--- src/rtl/zet_shrot_defs.sv ---
// Shared definitions for the sequential shift/rotate unit: operation codes,
// controller states and a small decode helper used by the step logic.
package zet_shrot_defs;

    // Operation codes follow the classic x86 group-2 ordering; code 6 is unused
    // and treated as a pass-through.
    typedef enum logic [2:0] {
        FN_ROL = 3'd0,
        FN_ROR = 3'd1,
        FN_RCL = 3'd2,
        FN_RCR = 3'd3,
        FN_SHL = 3'd4,
        FN_SHR = 3'd5,
        FN_NOP = 3'd6,
        FN_SAR = 3'd7
    } func_e;

    typedef enum logic [1:0] {
        ST_IDLE = 2'd0,
        ST_RUN  = 2'd1,
        ST_DONE = 2'd2
    } state_e;

    // True for the operations that move bits towards the MSB.
    function automatic logic isLeft(input logic [2:0] f);
        return (f == FN_ROL) || (f == FN_RCL) || (f == FN_SHL);
    endfunction

endpackage

--- src/rtl/zet_shrot_step.sv ---
// One single-bit shift/rotate step on an 8- or 16-bit value, purely combinational.
// Byte operations live in bits [7:0] and always leave the upper byte zero.
module zet_shrot_step
    import zet_shrot_defs::*;
(
    input  logic [15:0] i_value,
    input  logic        i_cf,
    input  logic [2:0]  i_func,
    input  logic        i_wordOp,
    output logic [15:0] o_value,
    output logic        o_cf
);

    logic w_msb;
    logic w_inBit;

    assign w_msb = i_wordOp ? i_value[15] : i_value[7];

    // Pick the bit that enters the vacated position for this operation.
    always_comb begin
        w_inBit = 1'b0;
        case (i_func)
            FN_ROL, FN_SAR: w_inBit = w_msb;
            FN_ROR:         w_inBit = i_value[0];
            FN_RCL, FN_RCR: w_inBit = i_cf;
            default:        w_inBit = 1'b0;
        endcase
    end

    // Move the value one position and report the bit that fell off as the new CF.
    always_comb begin
        o_value = i_value;
        o_cf    = i_cf;
        if (i_func == FN_NOP) begin
            o_value = i_value;
            o_cf    = i_cf;
        end else if (isLeft(i_func)) begin
            o_value = i_wordOp ? {i_value[14:0], w_inBit}
                               : {8'h00, i_value[6:0], w_inBit};
            o_cf    = w_msb;
        end else begin
            o_value = i_wordOp ? {w_inBit, i_value[15:1]}
                               : {8'h00, w_inBit, i_value[7:1]};
            o_cf    = i_value[0];
        end
    end

endmodule

--- src/rtl/zet_shrot_seq.sv ---
// Sequential shift/rotate unit: performs one bit step per clock, counting the
// full 5-bit count down, and presents result and flags with a one-cycle done pulse.
module zet_shrot_seq
    import zet_shrot_defs::*;
(
    input  logic        clk,
    input  logic        rst,
    input  logic        start,
    input  logic [15:0] x,
    input  logic [4:0]  cnt,
    input  logic [2:0]  func,
    input  logic        word_op,
    input  logic        cfi,
    input  logic        ofi,
    output logic [15:0] o,
    output logic        cfo,
    output logic        ofo,
    output logic        busy,
    output logic        done
);

    state_e      r_state;
    state_e      w_nextState;
    logic [15:0] r_val;
    logic        r_cf;
    logic [4:0]  r_count;
    logic [2:0]  r_func;
    logic        r_wordOp;
    logic        r_origMsb;
    logic [15:0] r_o;
    logic        r_cfo;
    logic        r_ofo;

    logic [15:0] w_stepVal;
    logic        w_stepCf;
    logic [15:0] w_maskedX;
    logic        w_passThru;
    logic        w_lastStep;
    logic        w_resMsb;
    logic        w_resMsb1;
    logic        w_finalOf;

    zet_shrot_step u_step (
        .i_value  (r_val),
        .i_cf     (r_cf),
        .i_func   (r_func),
        .i_wordOp (r_wordOp),
        .o_value  (w_stepVal),
        .o_cf     (w_stepCf)
    );

    assign w_maskedX  = word_op ? x : {8'h00, x[7:0]};
    assign w_passThru = (cnt == 5'd0) || (func == FN_NOP);
    assign w_lastStep = (r_count == 5'd1);
    assign w_resMsb   = r_wordOp ? w_stepVal[15] : w_stepVal[7];
    assign w_resMsb1  = r_wordOp ? w_stepVal[14] : w_stepVal[6];

    // Overflow is only meaningful after the final step, derived from the final result.
    always_comb begin
        w_finalOf = 1'b0;
        case (r_func)
            FN_ROL, FN_RCL, FN_SHL: w_finalOf = w_resMsb ^ w_stepCf;
            FN_ROR, FN_RCR:         w_finalOf = w_resMsb ^ w_resMsb1;
            FN_SHR:                 w_finalOf = r_origMsb;
            default:                w_finalOf = 1'b0;
        endcase
    end

    // Controller next state: zero counts and the unused code go straight to DONE.
    always_comb begin
        w_nextState = r_state;
        case (r_state)
            ST_IDLE: if (start) w_nextState = w_passThru ? ST_DONE : ST_RUN;
            ST_RUN:  if (w_lastStep) w_nextState = ST_DONE;
            ST_DONE: w_nextState = ST_IDLE;
            default: w_nextState = ST_IDLE;
        endcase
    end

    // Controller state register.
    always_ff @(posedge clk) begin
        if (rst) r_state <= ST_IDLE;
        else     r_state <= w_nextState;
    end

    // Operand capture, per-cycle stepping and result latching; results hold until the next DONE.
    always_ff @(posedge clk) begin
        if (rst) begin
            r_val     <= 16'h0000;
            r_cf      <= 1'b0;
            r_count   <= 5'd0;
            r_func    <= 3'd0;
            r_wordOp  <= 1'b0;
            r_origMsb <= 1'b0;
            r_o       <= 16'h0000;
            r_cfo     <= 1'b0;
            r_ofo     <= 1'b0;
        end else begin
            case (r_state)
                ST_IDLE: begin
                    if (start) begin
                        r_val     <= w_maskedX;
                        r_cf      <= cfi;
                        r_count   <= cnt;
                        r_func    <= func;
                        r_wordOp  <= word_op;
                        r_origMsb <= word_op ? x[15] : x[7];
                        if (w_passThru) begin
                            r_o   <= w_maskedX;
                            r_cfo <= cfi;
                            r_ofo <= ofi;
                        end
                    end
                end
                ST_RUN: begin
                    r_val   <= w_stepVal;
                    r_cf    <= w_stepCf;
                    r_count <= r_count - 5'd1;
                    if (w_lastStep) begin
                        r_o   <= w_stepVal;
                        r_cfo <= w_stepCf;
                        r_ofo <= w_finalOf;
                    end
                end
                default: begin
                end
            endcase
        end
    end

    assign o    = r_o;
    assign cfo  = r_cfo;
    assign ofo  = r_ofo;
    assign busy = (r_state != ST_IDLE);
    assign done = (r_state == ST_DONE);

endmodule

--- config.mk ---
export PLATFORM = sky130hd
export DESIGN_NAME = zet_shrot_seq
export DESIGN_NICKNAME = d
export VERILOG_FILES = /design/src/rtl/zet_shrot_defs.sv /design/src/rtl/zet_shrot_step.sv /design/src/rtl/zet_shrot_seq.sv
export SDC_FILE = /design/constraint.sdc
export NUM_CORES = 1
export LEC_CHECK = 0
export ABC_AREA = 0
export CELL_PAD_IN_SITES_DETAIL_PLACEMENT = 1
export CELL_PAD_IN_SITES_GLOBAL_PLACEMENT = 1
export CORE_UTILIZATION = 39
export DETAILED_ROUTE_END_ITERATION = 8
export GPL_TIMING_DRIVEN = 0
export PLACE_DENSITY = 0.91
export SETUP_SLACK_MARGIN = 0.15
export SLEW_MARGIN = 25
export SYNTH_ARGS = -nofsm -noshare
export SYNTH_HDL_FRONTEND = slang
export SYNTH_SLANG_ARGS = --single-unit
--- constraint.sdc ---
create_clock -name clk -period 2.05 [get_ports clk]
set_input_delay 0.41 -clock clk [delete_from_list [all_inputs] [get_ports clk]]
set_output_delay 0.41 -clock clk [all_outputs]
set_load 0.02 [all_outputs]
==> flow_metrics.tcl, run 1 <==
set metrics [dict create \
    groute.layer.met2.usage_pct 45.0 \
    finish.net_count 416 \
    grtUsageTotal_pct 27.0 \
    r2r.worst_path.cells 5 \
    multi_input_comb_area_um2 1620 \
    n_antenna_cell 0 \
    period_minus_slack_ns 1.85 \
    critical_path.reg2reg.endpoint "o[15]" \
    globalRoute.busiestLayer "met2" \
    fillCellCount 795 \
    detail_route.vias_per_cell 5.96 \
    clk_root_buffer_cell "sky130_fd_sc_hd__clkbuf_8" \
    fmax_mhz 539 \
    clock-skew-final_ns 0.00567 \
    setup_viol 0 \
    ctsHoldBuffers 0 \
    vdd_ir_drop_max_uv 276 \
    grt_util_met1_pct 35.1 \
    place.port_buffers 47 \
    routed-via-count 2772 \
    routabilityCongestion 0.944 \
    die_w_um 85.4 \
    synth_flop_cell "sky130_fd_sc_hd__dfxtp_1" \
    numCtsBuffers 5 \
    power.leakage_nw 1.32 \
    clk_latency_ns 0.31 \
    timing.hold.worst.class "in2reg" \
    timing.reg2reg.setup_slack_ns 0.20 \
    drv.max_cap_violation_count 0 \
    num_io_pins 50 \
    synth.avg_cell_area_um2 8.38 \
    worst_pin_slew_ns 0.656 \
    synthDistinctLibCells 55 \
    cts-htree-levels 2 \
    synth_enable_flop_cells 0 \
    worstPathRequired_ns 2.24 \
    final_cycle_share_pct 90.5 \
    power_per_cell_area_nw_per_um2 687 \
    layout.core_utilization_pct 52.8 \
    final_layout_size_suffix_gt1_share_pct 16.1 \
    core.rowCount 30 \
    detail_route.wirelength_um 9480 \
    drcViolationCount 0 \
    drt_first_iter_violations 255 \
    regArea_um2 945 \
    hold_violations_final 0 \
    min_delay_path_depth 2 \
    grt_antenna_before_repair 0 \
    worstSetupStartpoint "r_wordOp" \
    floorplan.initialDensity_pct 40.2 \
    status "complete, no violations" \
    max-clock-path-buffers 2 \
    vias_in_the_first_global_route 2876 \
    critPathKind "reg2reg" \
    pin_count_of_the_biggest_net_entering_global_routing 14 \
    final_report_max_slew_violation_count 0 \
    place.detailed.hpwl_um 6270 \
    cts_tree "built" \
    overflow 0 \
    synth.ff_latch_count 47 \
    post-synth-top-area-fraction_pct 34.7 \
    timing.max_slew.rel_slack_pct 56.2 \
    setup.worst_path.end "o[15]" \
    first_pass_grt_wire_length_um 15300 \
    synth_async_sr_flop_share_pct 0 \
    setup.worst_path.start_class "flop" \
    final_antenna_net_count 0 \
    critPathArrivalTime_ns 2.04 \
    met3_usage_pct 4.28 \
    synthToLayoutAreaGrowth_pct 31.4 \
    finalPower_mw 2.45 \
    post_drt_wl_per_cell_um 20.4 \
    end_kind "flop" \
    syn-num-nets 356 \
    chipHeight_um 85.4 \
    rsz0062_at_grt "yes" \
    detail_route.first_pass.iterations 4 \
    seq_area_frac_synth_pct 34.7 \
    die_area_um2 7300 \
    clkTransAtPathRegs_ns 0.09 \
    yosys-top-cells-area "sky130_fd_sc_hd__dfxtp_1 35%, sky130_fd_sc_hd__nor2_1 5.9%, sky130_fd_sc_hd__mux2i_1 5.5%, sky130_fd_sc_hd__a211oi_1 5.3%, sky130_fd_sc_hd__a211oi_2 4.1%" \
    cp_max_fo 5 \
    yosys_top_cell_by_area "sky130_fd_sc_hd__dfxtp_1" \
    timing.rr.start "r_wordOp" \
    synth_cells 324 \
    synth_area_um2 2720 \
    cts_sink_count 47 \
    synth-warning-count 0 \
    placeableCoreArea_um2 6760 \
]
[through the flow]
step	worst slack, ns	setup TNS (ns)	instances	area [um2]	hold slack, ns
floorplan	0.323	0	324	2720	0.458
global placement	-0.295	-5.90	451	3290	0.448
detailed placement	-0.364	-7.91	451	3290	0.450
CTS	0.127	0	465	3530	0.358
global route	0.0960	0	465	3570	0.351
finish	0.196	0	465	3570	0.351
[layout make-up]
class / instances / share of cell area, %
flip-flops and latches: 47 / 26.5
inverters: 6 / 0.631
well taps: 80 / 2.81
multi-input cells: 240 / 45.3
repair buffers: 53 / 15.8
plain buffers: 31 / 6.17
clock buffers: 8 / 2.81
[cells in the mapped netlist, types with 2 or more instances]
master,instances
sky130_fd_sc_hd__dfxtp_1,47
sky130_fd_sc_hd__nor2_1,43
sky130_fd_sc_hd__nand2_1,29
sky130_fd_sc_hd__a211oi_1,19
sky130_fd_sc_hd__a21oi_1,18
sky130_fd_sc_hd__clkbuf_1,18
sky130_fd_sc_hd__mux2i_1,15
sky130_fd_sc_hd__nand3b_1,12
sky130_fd_sc_hd__a211oi_2,9
sky130_fd_sc_hd__a311oi_1,9
sky130_fd_sc_hd__o21ai_0,9
sky130_fd_sc_hd__and3_1,8
sky130_fd_sc_hd__nor3_1,8
sky130_fd_sc_hd__nand3_1,7
sky130_fd_sc_hd__o31ai_1,7
sky130_fd_sc_hd__inv_1,6
sky130_fd_sc_hd__buf_6,5
sky130_fd_sc_hd__a31oi_1,4
sky130_fd_sc_hd__a21boi_0,3
sky130_fd_sc_hd__buf_2,3
sky130_fd_sc_hd__o21ai_1,3
sky130_fd_sc_hd__and2_1,2
sky130_fd_sc_hd__buf_8,2
sky130_fd_sc_hd__ha_1,2
sky130_fd_sc_hd__nor3b_1,2
sky130_fd_sc_hd__o41ai_1,2
sky130_fd_sc_hd__or2_2,2
sky130_fd_sc_hd__xnor2_1,2
sky130_fd_sc_hd__xor2_1,2
[worst max-delay path, cell delays in order (launching register included)]
cell and delay [ns]:
sky130_fd_sc_hd__dfxtp_1 0.46, sky130_fd_sc_hd__mux2i_2 0.41, sky130_fd_sc_hd__a21oi_2 0.08, sky130_fd_sc_hd__or2_2 0.33
sky130_fd_sc_hd__a311oi_2 0.34, sky130_fd_sc_hd__o41ai_2 0.12
[state kept, by name, indices dropped and copies added (netlist names)]
register	flops
cfo	1
o	16
ofo	1
r_cf	1
r_count	5
r_func	3
r_origMsb	1
r_state	2
r_val	16
r_wordOp	1
[worst min-delay path by stage]
| stage | slack, ns | to | from |
|---|---|---|---|
| after floorplan | 0.46 | r_cf | r_cf |
| after global placement | 0.45 | cfo | cfo |
| after detailed placement | 0.45 | cfo | cfo |
| after CTS | 0.36 | ofo | rst |
| after global routing | 0.35 | ofo | rst |
| final | 0.35 | ofo | rst |
[kinds of logic after synthesis]
group | share of synthesized area, %
buffers and inverters | 8.16
and+or+nand+nor | 21.8
muxes | 6.04
AOI/OAI and AO/OA | 27.2
adders and majority gates | 0.922
xor gates and xnor gates | 1.29
DFF | 34.7
[what timing repair did]
item                                    CTS  global route
pin swaps                                 5             3
endpoints found under the setup margin   29            30
gates cloned                              3             0
gates resized for setup                  21            22
buffers inserted                          3             0
[layer usage]
layer	share of wire, %	routed length [um]
met2	49	4640
met5	0	0
met4	1.8	167
met3	5.0	470
met1	44	4200
[cell usage in the layout (no fill, tap or decap), types with 2 or more instances in the layout]
cell type                         count
sky130_fd_sc_hd__a311oi_1             8
sky130_fd_sc_hd__clkbuf_8             8
sky130_fd_sc_hd__buf_2                3
sky130_fd_sc_hd__a211oi_2            10
sky130_fd_sc_hd__dlygate4sd2_1        5
sky130_fd_sc_hd__and2_1               2
sky130_fd_sc_hd__clkbuf_1            10
sky130_fd_sc_hd__o41ai_2              2
sky130_fd_sc_hd__o21ai_1              3
sky130_fd_sc_hd__dfxtp_1             44
sky130_fd_sc_hd__and3_1               8
sky130_fd_sc_hd__nor3_1               8
sky130_fd_sc_hd__clkdlybuf4s50_1     41
sky130_fd_sc_hd__o31ai_1              7
sky130_fd_sc_hd__a31oi_1              4
sky130_fd_sc_hd__buf_4                4
sky130_fd_sc_hd__bufbuf_16            2
sky130_fd_sc_hd__mux2i_1             15
sky130_fd_sc_hd__inv_1                6
sky130_fd_sc_hd__ha_1                 2
sky130_fd_sc_hd__nor2_1              43
sky130_fd_sc_hd__nand3b_1            12
sky130_fd_sc_hd__clkbuf_2             7
sky130_fd_sc_hd__xnor2_1              2
sky130_fd_sc_hd__a211oi_1            18
sky130_fd_sc_hd__nand3_1              7
sky130_fd_sc_hd__o21ai_0              9
sky130_fd_sc_hd__nand2_1             29
sky130_fd_sc_hd__a21boi_0             3
sky130_fd_sc_hd__dfxtp_2              3
sky130_fd_sc_hd__buf_6                7
sky130_fd_sc_hd__or2_2                2
sky130_fd_sc_hd__xor2_1               2
sky130_fd_sc_hd__a21oi_1             18
[report_power, final]
group / total [mW] / internal, mW / switching [mW]
logic: 0.732 / 0.322 / 0.410
clock network: 0.637 / 0.309 / 0.328
registers: 1.08 / 0.992 / 0.0892
Power figures use the tool's default switching activity.
==> run 2: changes to the inputs <==
CAP_MARGIN = 5   (was unset)
==> results of run 2 <==
Final layout, timing and power as in run 1 (identical DEF).
